[src/rtl/timer_multi.sv]
// Multi-channel down-counting timer: CH channels share one prescaler, each with
// its own period, one-shot/auto-reload mode, expiry pulse and status flags.
package timer_multi_pkg;
    typedef enum logic [1:0] {
        CH_IDLE = 2'd0,
        CH_RUN  = 2'd1,
        CH_DONE = 2'd2
    } ch_state_e;
endpackage

module timer_multi
    import timer_multi_pkg::*;
#(
    parameter int WIDTH    = 8,
    parameter int CH       = 2,
    parameter int PRESCALE = 1
) (
    input  logic                  clk,
    input  logic                  rst,
    input  logic                  en,
    input  logic [CH-1:0]         load,
    input  logic [CH-1:0]         stop,
    input  logic [CH-1:0]         mode,
    input  logic [CH*WIDTH-1:0]   period,
    output logic [CH-1:0]         tick,
    output logic [CH-1:0]         running,
    output logic [CH-1:0]         done,
    output logic [CH*WIDTH-1:0]   count
);

    localparam int PW = (PRESCALE > 1) ? $clog2(PRESCALE) : 1;
    localparam logic [PW-1:0] PRE_LAST = PW'(PRESCALE - 1);

    logic [PW-1:0] pre_q;
    logic          ce;

    // With PRESCALE=1 pre_q is pinned at 0 == PRE_LAST, so ce follows en.
    assign ce = en && (pre_q == PRE_LAST);

    // NOTE: sequential state is updated with non-blocking assignments only, so
    // every register samples pre-edge values regardless of block ordering.
    always_ff @(posedge clk) begin
        if (!rst) begin
            pre_q <= '0;
        end else if (en) begin
            pre_q <= (pre_q == PRE_LAST) ? '0 : pre_q + PW'(1);
        end
    end

    for (genvar i = 0; i < CH; i++) begin : g_ch
        ch_state_e        state_q;
        logic [WIDTH-1:0] cnt_q;
        logic [WIDTH-1:0] reload_q;
        logic             mode_q;
        logic             tick_q;
        logic [WIDTH-1:0] period_i;
        logic             load_ok;

        assign period_i = period[i*WIDTH +: WIDTH];
        // A zero-period load is treated as if no load strobe were present.
        assign load_ok  = load[i] && (period_i != '0);

        // NOTE: every channel register, including reload and mode latches, is
        // reset so the block comes up in a fully defined state.
        always_ff @(posedge clk) begin
            if (!rst) begin
                state_q  <= CH_IDLE;
                cnt_q    <= '0;
                reload_q <= '0;
                mode_q   <= 1'b0;
                tick_q   <= 1'b0;
            end else begin
                tick_q <= 1'b0;
                if (load_ok) begin
                    state_q  <= CH_RUN;
                    cnt_q    <= period_i;
                    reload_q <= period_i;
                    mode_q   <= mode[i];
                end else if (stop[i]) begin
                    if (state_q == CH_RUN) begin
                        state_q <= CH_IDLE;
                    end
                end else if (state_q == CH_RUN && ce) begin
                    if (cnt_q == WIDTH'(1)) begin
                        tick_q <= 1'b1;
                        if (mode_q) begin
                            cnt_q <= reload_q;
                        end else begin
                            cnt_q   <= '0;
                            state_q <= CH_DONE;
                        end
                    end else begin
                        cnt_q <= cnt_q - WIDTH'(1);
                    end
                end
            end
        end

        assign tick[i]                   = tick_q;
        assign running[i]                = (state_q == CH_RUN);
        assign done[i]                   = (state_q == CH_DONE);
        assign count[i*WIDTH +: WIDTH]   = cnt_q;
    end

endmodule
[config.mk]
export PLATFORM = sky130hd
export DESIGN_NAME = timer_multi
export DESIGN_NICKNAME = d
export VERILOG_FILES = /design/src/rtl/timer_multi.sv
export SDC_FILE = /design/constraint.sdc
export NUM_CORES = 1
export LEC_CHECK = 0
export ABC_AREA = 1
export CAP_MARGIN = 40
export CORE_UTILIZATION = 50
export CTS_CLUSTER_SIZE = 10
export DETAILED_ROUTE_END_ITERATION = 7
export GPL_TIMING_DRIVEN = 0
export PLACE_DENSITY = 0.79
export SLEW_MARGIN = 20
export SYNTH_ARGS = -nofsm -noshare
export SYNTH_HDL_FRONTEND = slang
export SYNTH_SLANG_ARGS = --single-unit
export TNS_END_PERCENT = 20
[constraint.sdc]
create_clock -name clk -period 3.31 [get_ports clk]
set_input_delay 0.4965 -clock clk [delete_from_list [all_inputs] [get_ports clk]]
set_output_delay 0.4965 -clock clk [all_outputs]
set_load 0.005 [all_outputs]
Yosys cells after proc, flatten, opt, wreduce, memory -nomap -nowiden
Index checks and enable logic that the tools add are counted.

operators by class
  add/subtract/negate cells = 3
  equality and inequality tests = 16
  multiplexer cells = 25
  bitwise logic cells = 4
  reduce and logical (&&, ||, !) cells = 27

operator list
  cell                   count
  $mux W8                10
  $mux W2                10
  $eq A8 B1 Y1 const B   2
  $reduce_and A4 Y1      4
  $reduce_bool A8 Y1     2
  $sub A8 B1 Y8 const B  2
  $reduce_bool A2 Y1     6
  $reduce_bool A3 Y1     4
  $ne A2 B1 Y1 const B   4
  $reduce_or A4 Y1       2
  $ne A3 B1 Y1 const B   2
  $ne A3 B2 Y1 const B   2
  $logic_and A1 B1 Y1    5
  $mux W1                5
  $eq A2 B1 Y1 const B   2
  $eq A2 B2 Y1 const B   2
  $ne A2 B2 Y1 const B   2
  $not A1 Y1             4
  $reduce_and A2 Y1      2
  $reduce_or A2 Y1       2
  $add A1 B1 Y1 const B  1

storage, ports and cells
  register bits after elaboration = 41
  bits of input ports = 25
  output and inout bits = 22

Longest topological paths before layout
Gate-level depths: netlist of the first run.

  depth after elaboration = 6
  mapped depth = 11
  mapped depth without buffers = 11

Worst setup path after synthesis of the first run
Ideal clock, no wire load.

  path type = input to register
  from = in period[0]
  to = reg g_ch[0].cnt_q[4]
  setup time = 0.109 ns
  arrival = 1.215 ns
  data required time = 3.201 ns
  slack = 1.987 ns
  cell stages on the path = 8
  cells stage by stage = nor2_1 -> nand2_1 -> o21ai_2 -> nand2_2 -> o21ai_0 -> inv_1 -> nand2_1 -> inv_1

on the way
  longest elaborated chain between the ends = 4

RTL lines
  item                                                                 RTL line  text
  start, declared                                                      24        input logic [CH*WIDTH-1:0] period,
  $reduce_bool A8 Y1 (*)                                               61        assign load_ok = load[i] && (period_i != '0);
  $logic_and A1 B1 Y1 (*)                                              61
  $ne A2 B1 Y1 (no source line) or $reduce_bool A2 Y1 (tied branches)  -
  $reduce_and A2 Y1 (no source line)                                   -
  end signal, assigned                                                 76        cnt_q <= period_i;
  end signal, assigned                                                 87        cnt_q <= reload_q;
  end signal, assigned                                                 93        cnt_q <= cnt_q - WIDTH'(1);
  end, declared                                                        52        logic [WIDTH-1:0] cnt_q;

Every way passes the cells marked *; elsewhere a longest branch is shown, timed or not.
A chain may end at the register's enable or synchronous reset.

Worst setup path after layout of the first run
  from = reg g_ch[1].state_q[0]
  to = out running[1]

on the way
  longest elaborated chain between the ends = 1

RTL lines
  item                    RTL line  text
  start, declared         51        ch_state_e state_q;
  start signal, assigned  67        state_q <= CH_IDLE;
  start signal, assigned  75        state_q <= CH_RUN;
  start signal, assigned  81        state_q <= CH_IDLE;
  $eq A2 B1 Y1            100       assign running[i] = (state_q == CH_RUN);
  end, declared           26        output logic [CH-1:0] running,

Every way passes these cells.

==> impl_metrics.env, run 1 <==
export IMPL_crit_fanout=2
export IMPL_rows=24
export IMPL_fin_crit_sh_pct=56.2
export IMPL_overflow=0
export IMPL_maxSlewViolCount=0
export IMPL_grt_pass1_vias=2255
export IMPL_finalSetupTns_ns=0
export IMPL_multiInputGateArea_sq_um=1340
export IMPL_hp_class="reg2reg"
export IMPL_synth_avg_cell_area_sq_um=6.57
export IMPL_regArea_sq_um=801
export IMPL_hold_viol_final=0
export IMPL_fin_ws_ns=1.45
export IMPL_peakVddDrop_uv=285
export IMPL_syn_nets=395
export IMPL_fmax_mhz=537
export IMPL_slew_headroom_pct=61.4
export IMPL_dr_pass1_iters=7
export IMPL_ys_ff_latch=40
export IMPL_rsz0062_at_grt="false"
export IMPL_vias=2498
export IMPL_viasPerCell=5.29
export IMPL_ys_async_sr_fraction_pct=0
export IMPL_cts_setup_buffers=0
export IMPL_synth_ff_type="dfxtp_1"
export IMPL_htree_levels=2
export IMPL_grt_usage_pct=25.1
export IMPL_outcome="finished, violations left"
export IMPL_gp_congestion=0.873
export IMPL_io_pins=47
export IMPL_drc_errors=1
export IMPL_clock_skew_ns=0.00392
export IMPL_die_x_um=71.3
export IMPL_leakage_uw=0.00140
export IMPL_cts_tree="built"
export IMPL_worstSetupStartpointType="flop"
export IMPL_drtIter0Drc=232
export IMPL_area_delta_synth_final_pct=26.3
export IMPL_hold_ws_ns=0.467
export IMPL_post_cts_resize_count=0
export IMPL_powerDensity_nw_per_um2=404
export IMPL_ys_seq_area_share_pct=33.3
export IMPL_place_area_sq_um=2930
export IMPL_dp_hpwl_um=4410
export IMPL_synthesis_area_sq_um=2400
export IMPL_fin_area_sq_um=3040
export IMPL_clk_pin_slew_ns=0.07
export IMPL_crit_arrival_ns=1.36
export IMPL_synth_edff_count=0
export IMPL_grt_max_degree=13
export IMPL_cts_hold_buf=0
export IMPL_setup_viol=0
export IMPL_final_util_pct=67.9
export IMPL_ant_nets=0
export IMPL_clkLatencyLatePin_ns=0.29
export IMPL_io_buffers=46
export IMPL_grt_pass1_wl_um=10100
export IMPL_antenna_found_initial=0
export IMPL_fillCellCount=404
export IMPL_violations="DRC"
export IMPL_period_minus_slack_ns=1.86
export IMPL_nNetsFinal=448
export IMPL_fp_coreArea_sq_um=4470
export IMPL_cts_buffers=5
export IMPL_end_kind="output pin"
export IMPL_routed_wl_um=5960
export IMPL_dp_slack_ns=1.20
export IMPL_path_class="reg2out"
export IMPL_cp_data_required_time_ns=2.81
export IMPL_cts_root_buf="clkbuf_8"
export IMPL_start_util_pct=53.7
export IMPL_drive_above_1_share_pct=11.2
export IMPL_diodes=0
export IMPL_cap_violations=0
export IMPL_clkSinkCount=40
export IMPL_clk_path_buf_depth=2
export IMPL_wire_per_inst_um=12.6
export IMPL_synthDistinctLibCells=30
export IMPL_die_y_um=71.3
export IMPL_yosysWarnings=0
export IMPL_dieArea_sq_um=5090
export IMPL_worstMarginPinSlew_ns=0.579
export IMPL_syn_inst=366
[sequential cells by signal, summed over array words and instances (netlist names)]
| register | count |
|---|---|
| g_ch.tick_q | 2 |
| g_ch.cnt_q | 16 |
| g_ch.state_q | 4 |
| g_ch.mode_q | 2 |
| g_ch.reload_q | 16 |
[cell families (layout without fill, tap and decap cells)]
kind of cell               after synthesis  after routing  share of synthesized area (%)
xor gates and xnor gates                 3              3                           1.09
adders and majority gates                4              4                           2.08
buffers and inverters                   60            114                           10.8
and+or+nand+nor                        202            202                           39.7
AOI/OAI and AO/OA                       57             57                           13.0
DFF                                     40             40                           33.3
[layout make-up]
class,instances,area share [%]
clock inverter,2,1.15
tap,52,2.14
buffer,10,2.10
clock buffer,6,2.39
timing repair buffer,46,15.2
sequential,40,26.4
multi-input combinational,266,44.3
inverter,50,6.43
[power by group]
| part | switching [uW] | total (uW) | internal (uW) |
|---|---|---|---|
| clock | 165 | 389 | 224 |
| sequential | 34.6 | 545 | 510 |
| combinational | 161 | 293 | 133 |
| total | 360 | 1230 | 866 |
[through the flow]
step / power, uW / instances
4_1_cts: 1230 / 472
2_1_floorplan: 736 / 366
6_report: 1230 / 472
3_5_place_dp: 844 / 464
5_1_grt: 1300 / 472
3_3_place_gp: 838 / 464
[synthesized netlist by cell type (5+ instances only)]
cell	n	share of area (%)
nor2_4	6	2.8
dfxtp_1	40	33
nor2_1	37	5.8
inv_2	6	0.94
nand2_1	108	17
o21ai_1	6	1.2
inv_1	42	6.6
o21ai_0	11	2.3
a21oi_1	32	6.7
buf_4	5	1.6
nand3_1	33	6.9
[layer usage]
layer / vias to the layer above / wire length [um] / global-route usage (%)
met3: 8 / 493 / 3.66
met5: - / 0 / 0
li1: 1253 / - / -
met4: 0 / 80 / 8.22
met1: 1131 / 2750 / 34.4
met2: 106 / 2640 / 40.7
[worst paths after layout]
kind | startpoint | to | slack, ns | cells after the start
worst min-delay path | g_ch[1].reload_q[6] | g_ch[1].reload_q[6] | 0.47 | 2
worst max register to register | g_ch[0].cnt_q[1] | g_ch[0].state_q[0] | 1.86 | 7
worst min register to register | g_ch[1].reload_q[6] | g_ch[1].reload_q[6] | 0.47 | 2
worst max-delay path | g_ch[1].state_q[0] | running[1] | 1.45 | 3
[cell usage in the layout (no fill, tap or decap), drive strengths merged]
cell	instances
nand3	34
xnor2	3
nand2	115
ha	4
nand3b	1
o21ai	19
buf	6
clkdlybuf4s50	46
inv	50
bufinv	1
dfxtp	40
nor4	2
nand4	1
clkbuf	10
o21bai	1
a21oi	36
o211ai	1
clkinv	1
nor2	49
[worst max-delay path, stage by stage (launching register included)]
cell and delay [ns]:
dfxtp_1 0.35, inv_2 0.04, nor2_1 0.15, clkdlybuf4s50_1 0.53
Power figures use the tool's default switching activity.
==> inputs of run 2 (changes only) <==
CORE_UTILIZATION = 47   (was 50)
PLACE_DENSITY = 0.77   (was 0.79)
clock period = 1.66 ns   (was 3.31 ns; I/O delays follow)
==> run 2 against run 1 <==
  * The flow now finishes without violations
  * Power up 110%
  * Clock power up 120%
  * Hold slack worse by 0.0029 ns
  * Flip-flop and latch count unchanged
  * Critical path type unchanged
==> impl_metrics.env, run 2 (synthesis results as in run 1) <==
export IMPL_outcome="complete, no violations"
export IMPL_fin_crit_sh_pct=97.7
export IMPL_maxSlewViolCount=0
export IMPL_drc_errors=0
export IMPL_final_util_pct=63.8
export IMPL_dr_pass1_iters=4
export IMPL_post_cts_resize_count=0
export IMPL_final_cells=487
export IMPL_top_regs="g_ch.cnt_q: 16 flops, g_ch.reload_q: 16 flops, g_ch.state_q: 4 flops"
export IMPL_grt_max_degree=14
export IMPL_clk_path_buf_depth=2
export IMPL_fmax_mhz=616
export IMPL_cp_num_buf_inv=2
export IMPL_vias=2473
export IMPL_setup_viol=0
export IMPL_cts_setup_buffers=0
export IMPL_slew_headroom_pct=55.8
export IMPL_clkLatencyLatePin_ns=0.30
export IMPL_clock_skew_ns=0.00657
export IMPL_ant_nets=0
export IMPL_gp_congestion=0.886
export IMPL_diodes=0
export IMPL_peakVddDrop_uv=483
export IMPL_dp_slack_ns=-0.210
export IMPL_start_util_pct=49.9
export IMPL_dieArea_sq_um=5400
export IMPL_end_kind="output pin"
export IMPL_die_x_um=73.5
export IMPL_rsz0062_at_grt="false"
export IMPL_drive_above_1_share_pct=11.9
export IMPL_grt_pass1_vias=2214
export IMPL_worstMarginPinSlew_ns=0.663
export IMPL_period_minus_slack_ns=1.62
export IMPL_dp_cells=479
export IMPL_hp_class="reg2reg"
export IMPL_htree_levels=2
export IMPL_cp_data_required_time_ns=1.41
export IMPL_cts_tree="built"
export IMPL_routed_wl_um=6070
export IMPL_cts_buffers=5
export IMPL_path_class="reg2out"
export IMPL_leakage_uw=0.00143
export IMPL_crit_arrival_ns=1.37
export IMPL_layout_common_cells="nand2_1 (108), clkdlybuf4s50_1 (45), inv_1 (42)"
export IMPL_wire_per_inst_um=12.5
export IMPL_io_buffers=46
export IMPL_drtIter0Drc=199
export IMPL_overflow=0
export IMPL_io_pins=47
export IMPL_viasPerCell=5.08
export IMPL_dp_hpwl_um=4580
export IMPL_slowest_stage="clkdlybuf4s50_1"
export IMPL_rows=25
export IMPL_grt_usage_pct=24.6
export IMPL_antenna_found_initial=0
export IMPL_powerDensity_nw_per_um2=824
export IMPL_crit_fanout=2
export IMPL_grt_pass1_wl_um=10100
export IMPL_nNetsFinal=448
export IMPL_area_delta_synth_final_pct=27.9
export IMPL_final_common_cell="nand2_1"
export IMPL_cpPeakStageDelay_ns=0.53
export IMPL_die_y_um=73.5
export IMPL_worstSetupStartpointType="flop"
export IMPL_path_delay_family="buffers and inverters"
export IMPL_clkSinkCount=40
export IMPL_clk_pin_slew_ns=0.09
export IMPL_cap_violations=0
export IMPL_cts_root_buf="clkbuf_8"
export IMPL_hold_viol_final=0
export IMPL_fp_coreArea_sq_um=4820
export IMPL_path_cells="inv_2 > nor2_1 > clkdlybuf4s50_1"
export IMPL_fin_ws_ns=0.0376
export IMPL_cts_hold_buf=0
run 2: cell count changes in the layout (fill, tap and decap cells not counted), sizes merged:
| cell | before | now |
|---|---|---|
| clkdlybuf4s50 | 46 | 45 |
| dlymetal6s2s | 0 | 1 |
run 2: metal layers:
metal  global-route usage, %  vias up  part of all wire [%]
li1                        -     1257                     -
met1                    34.2     1140                    49
met2                    38.3       66                    45
met3                    4.12       10                   5.3
met4                    8.33        0                   1.4
met5                       0        -                     0
run 2: worst register-to-register path, delay by kind of cell, from the launching register on:
family,cells,cell delay [ns]
flip-flops,1,0.35
buffers and inverters,2,0.24
adder cells (fa/ha/maj),1,0.17
AO/OA/AOI/OAI,1,0.12
AND/OR/NAND/NOR,6,0.54
run 2: power by group:
part | total (uW) | internal [uW] | switching [uW]
clock network | 862 | 492 | 370
registers | 1090 | 1020 | 68.5
logic | 585 | 265 | 321
run 2: worst paths after layout:
| kind | from | endpoint | slack (ns) | depth (start not counted) |
|---|---|---|---|---|
| setup / recovery | g_ch[1].state_q[0] | running[1] | 0.04 | 3 |
| hold / removal | g_ch[1].reload_q[7] | g_ch[1].reload_q[7] | 0.46 | 2 |
| setup reg to reg | g_ch[0].cnt_q[1] | g_ch[0].cnt_q[3] | 0.18 | 10 |
| hold reg to reg | g_ch[1].reload_q[7] | g_ch[1].reload_q[7] | 0.46 | 2 |
run 2: area by class of cell:
cell class | instances | area, sq um
plain buffers | 10 | 65.1
clock buffers | 6 | 82.6
clock inverters | 2 | 38.8
fillers | 477 | 1740
inverters | 50 | 195
multi-input cells | 266 | 1340
flip-flops and latches | 40 | 802
well taps | 67 | 83.8
repair buffers | 46 | 463
run 2: through the flow:
| step | TNS (ns) | hold WS, ns | instance area (sq um) | power, uW |
|---|---|---|---|---|
| 2_1_floorplan | 0 | 0.412 | 2400 | 1470 |
| 3_3_place_gp | -1.91 | 0.448 | 2950 | 1680 |
| 3_5_place_dp | -2.18 | 0.452 | 2950 | 1690 |
| 4_1_cts | 0 | 0.466 | 3070 | 2540 |
| 5_1_grt | 0 | 0.492 | 3070 | 2670 |
| 6_report | 0 | 0.464 | 3070 | 2530 |
==> RTL change (flow settings as in run 2) <==
Register the output `running`, with the module's reset; this adds one clock of latency there. The other outputs are not delayed to match.
--- a/src/rtl/timer_multi.sv
+++ b/src/rtl/timer_multi.sv
@@ -32,2 +32,4 @@
     localparam logic [PW-1:0] PRE_LAST = PW'(PRESCALE - 1);
+
+    logic [CH-1:0] running_d;
 
@@ -99,3 +101,3 @@
         assign tick[i]                   = tick_q;
-        assign running[i]                = (state_q == CH_RUN);
+        assign running_d[i]                = (state_q == CH_RUN);
         assign done[i]                   = (state_q == CH_DONE);
@@ -104,2 +106,10 @@
 
+    always_ff @(posedge clk) begin
+        if (!rst) begin
+            running <= '0;
+        end else begin
+            running <= running_d;
+        end
+    end
+
 endmodule
Check against the original RTL: not equivalent (Yosys sat finds a counterexample within 4 cycles, from zero or initial values and one cycle with rst low).
==> RTL change against run 2 <==
  * Via count shrank 2.3%
  * Routed wire length shrank 4.6%
  * Non-clock buffer count grew 2
  * Maximum frequency grew 3.3%
  * Sequential cell count grew 2
  * Sequential share of layout area grew 2.1 points
  * Final area shrank 2.8%
  * Setup slack gained 52 ps
  * Area after synthesis shrank 2.5%
  * Total power shrank 8.2%
==> RTL change: results <==
metrics = {
    "clock_network": {
        "cts_max_path_buffers": 2,
    },
    "worst_setup_path": {
        "cpPeakStageDelay_ps": 560,
        "r2r_cells": 7,
        "path_max_fanout": 5,
        "r2r-end": "g_ch[0].cnt_q[2]",
        "rr_startpoint": "g_ch[0].cnt_q[0]",
        "ff2ff_setup_slack_ps": 130,
    },
    "synth": {
        "synth_compound_area_share_pct": 9.61,
        "synthAdderAreaFrac_pct": 2.14,
        "synth_common_cells": "102 x nand2_1, 51 x nand3_1, 42 x dfxtp_1",
        "synth_cell_types": 29,
        "synthCells": 354,
    },
    "drt": {
        "vias_per_cell": 5.09,
        "wirelength_um": 5790,
        "wl_per_cell_um": 12.2,
        "first_iter_violations": 145,
    },
    "global_route": {
        "grt_pass1_wl_um": 9600,
        "grt_max_degree": 13,
        "grt_use_total_pct": 23.4,
    },
    "place": {
        "gp_congestion": 0.859,
        "dpl.hpwl_um": 4460,
        "numPlacedInstances": 467,
        "place_ws_ps": -198,
        "placed_area_um2": 2890,
    },
    "sta": {
        "skew_ps": 5.50,
        "hold_ws_ps": 466,
    },
    "pwr": {
        "p_leak_nw": 1.34,
        "vdd_drop_max_mv": 0.517,
    },
    "finish": {
        "multi_input_area_um2": 1290,
        "drive_above_1_share_pct": 10.0,
        "nNetsFinal": 436,
        "n_fill_cell": 493,
    },
    "min_path": {
        "min_to": "g_ch[0].reload_q[7]",
    },
    "run_status": {
        "status": "finished, final reports clean",
    },
}
==> RTL change: changes by cell type in the layout (fill, tap and decap cells not counted), moves of 3 or more <==
cell,before,now
a21oi_2,4,0
o21ai_0,11,4
nand2_1,108,102
nand4_1,1,5
buf_2,0,3
or2_2,0,3
a21oi_1,32,36
inv_1,42,31
nor2_1,37,34
nand3_1,33,51
o21ai_1,6,0
==> RTL change: layout make-up <==
type	instances	area share [%]
multi-input cells	264	43.2
flip-flops and latches	42	28.2
repair buffers	46	15.4
inverters	36	4.52
clock buffers	7	2.89
plain buffers	12	2.81
well taps	67	2.81
clock inverters	1	0.168
==> RTL change: what timing repair did <==
item                       4_1_cts  5_1_grt
hold endpoints to repair         0        0
gates resized for setup          0        4
setup endpoints to repair        0        7
==> RTL change: power breakdown <==
part           switching, mW  total (mW)  internal, mW  leakage (nW)
logic                  0.279       0.525         0.246         0.947
clock network          0.343       0.678         0.336        0.0482
registers             0.0569        1.12          1.06         0.346
==> RTL change: layer usage <==
layer	global-route usage [%]	up-vias	wire length (um)
met2	42.3	70	2840
met5	0	-	0
met3	4.01	12	244
met1	26.9	1086	2590
met4	10.9	0	113
li1	-	1249	-
==> RTL change: worst max-delay path by stage <==
stage | start | to | slack, ps | cells past startpoint
floorplan | g_ch[0].cnt_q[0] | g_ch[0].cnt_q[2] | 270 | 7
global placement | en | g_ch[1].cnt_q[2] | -200 | 8
detailed placement | rst | g_ch[0].mode_q | -200 | 4
CTS | g_ch[1].cnt_q[4] | count[12] | 70 | 1
global route | en | g_ch[0].cnt_q[6] | 10 | 10
finish | g_ch[0].cnt_q[4] | count[4] | 90 | 1
